### config.mk
export PLATFORM = sky130hd
export DESIGN_NAME = tank_key_ctrl
export DESIGN_NICKNAME = d
export VERILOG_FILES = /design/src/rtl/tank_key_ctrl.sv
export SDC_FILE = /design/constraint.sdc
export NUM_CORES = 1
export LEC_CHECK = 0
export BUFFER_PORTS_ARGS = -buffer_cell sky130_fd_sc_hd__clkbuf_2
export CORE_MARGIN = 2
export CORE_UTILIZATION = 40
export DETAILED_ROUTE_END_ITERATION = 12
export SKIP_LAST_GASP = 1
export SLEW_MARGIN = 0
export SYNTH_ARGS = -nofsm -noshare
export SYNTH_HDL_FRONTEND = slang
export SYNTH_SLANG_ARGS = --single-unit
### constraint.sdc
create_clock -name clk -period 1.7 [get_ports clk]
set_input_delay 0.34 -clock clk [delete_from_list [all_inputs] [get_ports clk]]
set_output_delay 0.34 -clock clk [all_outputs]
set_load 0.05 [all_outputs]
### src/rtl/tank_key_ctrl.sv
// Keyboard-to-tank command scheduler: held-key bitmap, per-player direction and rate-limited fire.
// Optional build macro TANK_AUTOFIRE_EN re-arms fire while the fire key stays held.
module tank_key_ctrl #(
    parameter int unsigned COOLDOWN_TICKS = 15,
    parameter int unsigned CNT_W          = 4
) (
    input  logic       clk,
    input  logic       rst_n,
    input  logic [9:0] key_code,
    input  logic       key_valid,
    input  logic       tick,
    input  logic       game_run,
    output logic [1:0] p1_dir,
    output logic       p1_move,
    output logic       p1_fire,
    output logic [1:0] p2_dir,
    output logic       p2_move,
    output logic       p2_fire,
    output logic [9:0] keys_held
);

    localparam logic [CNT_W-1:0] CoolLoad = CNT_W'(COOLDOWN_TICKS);

    logic [9:0]            held_q, held_d;
    logic [9:0]            hit;
    logic [9:0]            make_new;
    logic                  is_break;

    logic [1:0][1:0]       dir_q, dir_d;
    logic [1:0]            move_q, move_d;
    logic [1:0]            pend_q, pend_d;
    logic [1:0][CNT_W-1:0] cd_q, cd_d;
    logic [1:0]            fire;
    logic [1:0][3:0]       dir_held, dir_hit;
    logic [1:0]            last_broken;

    // Lowest set bit wins: up > down > left > right.
    function automatic logic [1:0] first_set(input logic [3:0] v);
        logic [1:0] idx;
        if (v[0])      idx = 2'd0;
        else if (v[1]) idx = 2'd1;
        else if (v[2]) idx = 2'd2;
        else           idx = 2'd3;
        return idx;
    endfunction

    assign is_break = key_code[8];

    always_comb begin
        hit = '0;
        if (key_valid) begin
            case ({key_code[9], key_code[7:0]})
                9'h01D:  hit[0] = 1'b1;
                9'h01B:  hit[1] = 1'b1;
                9'h01C:  hit[2] = 1'b1;
                9'h023:  hit[3] = 1'b1;
                9'h03B:  hit[4] = 1'b1;
                9'h175:  hit[5] = 1'b1;
                9'h172:  hit[6] = 1'b1;
                9'h16B:  hit[7] = 1'b1;
                9'h174:  hit[8] = 1'b1;
                9'h05A:  hit[9] = 1'b1;
                default: ;
            endcase
        end
    end

    assign held_d   = is_break ? (held_q & ~hit) : (held_q | hit);
    // Typematic repeats of a held key are not new presses.
    assign make_new = hit & ~held_q & {10{~is_break}};

    always_comb begin
        dir_d       = dir_q;
        move_d      = '0;
        pend_d      = '0;
        cd_d        = cd_q;
        fire        = '0;
        dir_held    = '0;
        dir_hit     = '0;
        last_broken = '0;
        for (int p = 0; p < 2; p++) begin
            dir_held[p]    = held_d[p*5 +: 4];
            dir_hit[p]     = hit[p*5 +: 4];
            last_broken[p] = is_break & dir_hit[p][dir_q[p]];

            if (|make_new[p*5 +: 4]) begin
                dir_d[p] = first_set(make_new[p*5 +: 4]);
            end else if (last_broken[p] && (|dir_held[p])) begin
                dir_d[p] = first_set(dir_held[p]);
            end
            move_d[p] = (|dir_held[p]) & game_run;

            fire[p] = tick & game_run & pend_q[p] & (cd_q[p] == '0);
            if (fire[p]) begin
                cd_d[p] = CoolLoad;
            end else if (tick && (cd_q[p] != '0)) begin
                cd_d[p] = cd_q[p] - CNT_W'(1);
            end

            pend_d[p] = (pend_q[p] & ~fire[p]) | make_new[p*5+4];
`ifdef TANK_AUTOFIRE_EN
            // Re-arm on the tick the cooldown expires so a held key fires every COOLDOWN_TICKS+1.
            if (tick && held_q[p*5+4] && !fire[p] && (cd_d[p] == '0)) begin
                pend_d[p] = 1'b1;
            end
`endif
            if (!game_run) begin
                pend_d[p] = 1'b0;
            end
        end
    end

    always_ff @(posedge clk or negedge rst_n) begin
        if (!rst_n) begin
            held_q <= '0;
            dir_q  <= '0;
            move_q <= '0;
            pend_q <= '0;
            cd_q   <= '0;
        end else begin
            held_q <= held_d;
            dir_q  <= dir_d;
            move_q <= move_d;
            pend_q <= pend_d;
            cd_q   <= cd_d;
        end
    end

    assign keys_held = held_q;
    assign p1_dir    = dir_q[0];
    assign p1_move   = move_q[0];
    assign p1_fire   = fire[0];
    assign p2_dir    = dir_q[1];
    assign p2_move   = move_q[1];
    assign p2_fire   = fire[1];

endmodule
==> impl_metrics.py <==
metrics = {
    "timing": {
        "setup_viol": 6,
        "rsz0062_at_grt": "yes",
        "hold_viol": 0,
        "clock.fmax_ghz": 0.540,
        "setup_slack_ps": -151,
        "finalCritPeriodShare": 1.09,
        "finClkSkew_ps": 1.94,
        "tns_ps": -495,
        "max_slew_margin": 0.562,
        "tightest_slew_ps": 656,
        "slew_viol_final": 0,
        "final.min_clock_period_ps": 1850,
    },
    "setup_path": {
        "cp_cell_sequence": "buf_8 -> nand3b_1 -> or4_4 -> mux2_4 -> a211oi_4 -> buf_6 -> o22a_2 -> nor2_1",
        "slowest_stage": "or4_4",
        "cp-start-kind": "input port",
        "cpPeakStageDelay_ps": 540,
        "reg2reg_setup_slack_ps": 90,
        "crit_fanout": 4,
        "required_ps": 1870,
        "r2r_cells": 6,
        "criticalPathCategory": "input port to register",
        "crit_arrival_ps": 2030,
        "endpoint_kind": "register",
    },
    "clock_tree": {
        "ctsLongestPathBuffers": 2,
        "cts-root-buf": "clkbuf_8",
        "path_clk_slew_ps": 100,
        "cts_htree_levels": 1,
        "numCtsBuffers": 3,
        "clkLatencyLatePin_ps": 280,
        "cts_tree": "yes",
        "cts.sinks": 26,
    },
    "grt": {
        "grt_max_degree": 27,
        "antenna_found_initial": 0,
        "gr-total-overflow": 0,
        "grtUsageTotal": 0.216,
        "grt_pass1_vias": 1866,
        "grt_pass1_wl_um": 8630,
    },
    "floorplan": {
        "die_area_um2": 4800,
        "start_util": 0.420,
        "ioPinCount": 33,
        "design.core.area_um2": 4060,
        "fp.dieH_um": 69.3,
        "die_width_um": 69.3,
        "core.rowCount": 23,
    },
    "place": {
        "place_area_um2": 2280,
        "dp_slack_ps": -433,
        "gp_congestion": 0.855,
        "place_hpwl_um": 3600,
        "portBuffers": 32,
    },
    "cells_and_area": {
        "mostFrequentLayoutCells": "buf_4, dfrtp_1, clkbuf_2",
        "final_common_cell": "buf_4",
        "fin_area_um2": 2680,
        "nFillCells": 317,
        "multi_input_area_um2": 1120,
        "n_antenna_cell": 0,
        "synthToLayoutAreaGrowth_pct": 57.2,
        "ff_latch_area_um2": 651,
        "final_nets": 300,
        "drive_gt1_frac": 0.514,
        "fin_util": 0.661,
    },
    "synth": {
        "synth.avg_cell_area_um2": 9.42,
        "ys.flop_type": "dfrtp_1",
        "synth-edff-count": 0,
        "async_reset_ff_frac": 1.00,
        "yosysSeqAreaShare": 0.382,
        "synth_area_um2": 1710,
        "syn_inst": 181,
        "synth_fp_nets": 200,
        "ys_types": 53,
        "yosysWarnings": 0,
        "ys_ff_latch": 26,
    },
    "routing": {
        "drc": 0,
        "avgRoutedWirePerCell_um": 16.1,
        "drt_first_pass_iters": 4,
        "ant_nets": 0,
        "first_iter_violations": 55,
        "vias": 1767,
        "finalWirelength_um": 5310,
        "viasPerCell": 5.35,
    },
    "power_and_ir_drop": {
        "p_per_area_nw_per_um2": 883,
        "power_mw": 2.37,
        "ir_drop_v": 0.000560,
        "p_leak_nw": 1.31,
    },
    "outcome": {
        "violations": "setup timing",
        "outcome": "finished, violations left",
    },
    "hold_path": {
        "hp-class": "input port to asynchronous set/reset pin",
    },
    "run": {
        "max_cap_viol_count": 0,
    },
}
[cell usage after synthesis, types with 2 or more instances]
cell / count / area (um^2)
nor3_1: 7 / 35.0
o21ai_0: 5 / 25.0
inv_1: 15 / 56.3
nand4b_1: 3 / 26.3
and2_1: 6 / 37.5
nand4_1: 4 / 25.0
xor2_1: 2 / 17.5
nand3b_1: 2 / 15.0
nor2b_1: 2 / 12.5
nand2_1: 20 / 75.1
xnor2_1: 5 / 43.8
nor4_1: 4 / 25.0
a21oi_1: 7 / 35.0
nor2_1: 10 / 37.5
nand3_1: 6 / 30.0
and3b_2: 2 / 20.0
a211oi_1: 6 / 45.0
o32ai_1: 2 / 17.5
mux2i_1: 8 / 80.1
nor4b_1: 3 / 26.3
dfrtp_1: 26 / 651
a31oi_1: 2 / 12.5
ha_1: 4 / 50.1
[path summary, 6_finish.rpt]
path                                        start                      to
max in group asynchronous                   rst_n  keys_held[6]$_DFF_PN0_
min                                         rst_n   p1_dir[0]$_DFFE_PN0P_
max                                   key_code[7]   p2_dir[1]$_DFFE_PN0P_
min in group clk                         game_run     move_q[0]$_DFF_PN0_
min reg2reg                              register                register
max reg2reg                keys_held[6]$_DFF_PN0_   p2_dir[1]$_DFFE_PN0P_
[logic make-up (layout without fill, tap and decap cells)]
| logic type | count (synthesis) | in the layout | synth area share |
|---|---|---|---|
| AO/OA/AOI/OAI | 34 | 34 | 0.152 |
| AND/OR/NAND/NOR | 81 | 81 | 0.285 |
| XOR/XNOR | 7 | 7 | 0.0360 |
| multiplexers | 10 | 10 | 0.0624 |
| adder cells (fa/ha/maj) | 4 | 4 | 0.0293 |
| flip-flops | 26 | 26 | 0.382 |
| buffers and inverters | 19 | 118 | 0.0543 |
[flip-flops by register name (all words and copies together), names as in the netlist, named ones only]
signal     count
p2_dir         2
move_q         2
cd_q           8
p1_dir         2
pend_q         2
keys_held      8
[through the flow]
| stage | hold slack, ps | std cells |
|---|---|---|
| 3_3_place_gp | 390 | 309 |
| 4_1_cts | 95.7 | 317 |
| 2_1_floorplan | 44.4 | 181 |
| 5_1_grt | 122 | 330 |
| 3_5_place_dp | 400 | 309 |
| 6_report | 70.8 | 330 |
[report_power, final]
group          leakage, nW  switching (mW)  internal [mW]  total, mW
registers            0.321           0.134          0.749      0.883
clock network       0.0357           0.219          0.315      0.535
logic                0.952           0.510          0.439      0.949
total                 1.31           0.864           1.50       2.37
[metal layers]
layer | wire length (um) | vias up | global-route usage
met5 | 0 | - | 0
met1 | 2260 | 874 | 0.266
met4 | 23 | 0 | 0.0697
li1 | - | 864 | -
met3 | 118 | 4 | 0.0233
met2 | 2910 | 25 | 0.394
[critical path, delay by kind of cell]
kind / cells / cell delay [ps]
buf+inv: 2 / 250
mux: 1 / 300
simple gates: 3 / 770
compound gates: 2 / 360
[timing repair]
item | in CTS | in global routing
hold buffers | 0 | 0
resized for setup | 11 | 47
setup endpoints to repair | 8 | 9
pin swaps | 3 | 19
buffers inserted | 4 | 13
[area by class of cell]
cell class / count / area share
Multi-Input combinational cell: 136 / 0.416
Timing Repair Buffer: 98 / 0.269
Sequential cell: 26 / 0.243
Tap cell: 50 / 0.0233
Inverter: 16 / 0.0224
Clock buffer: 3 / 0.0154
Clock inverter: 1 / 0.0112
Note: power is estimated with default switching activity, not from simulation.
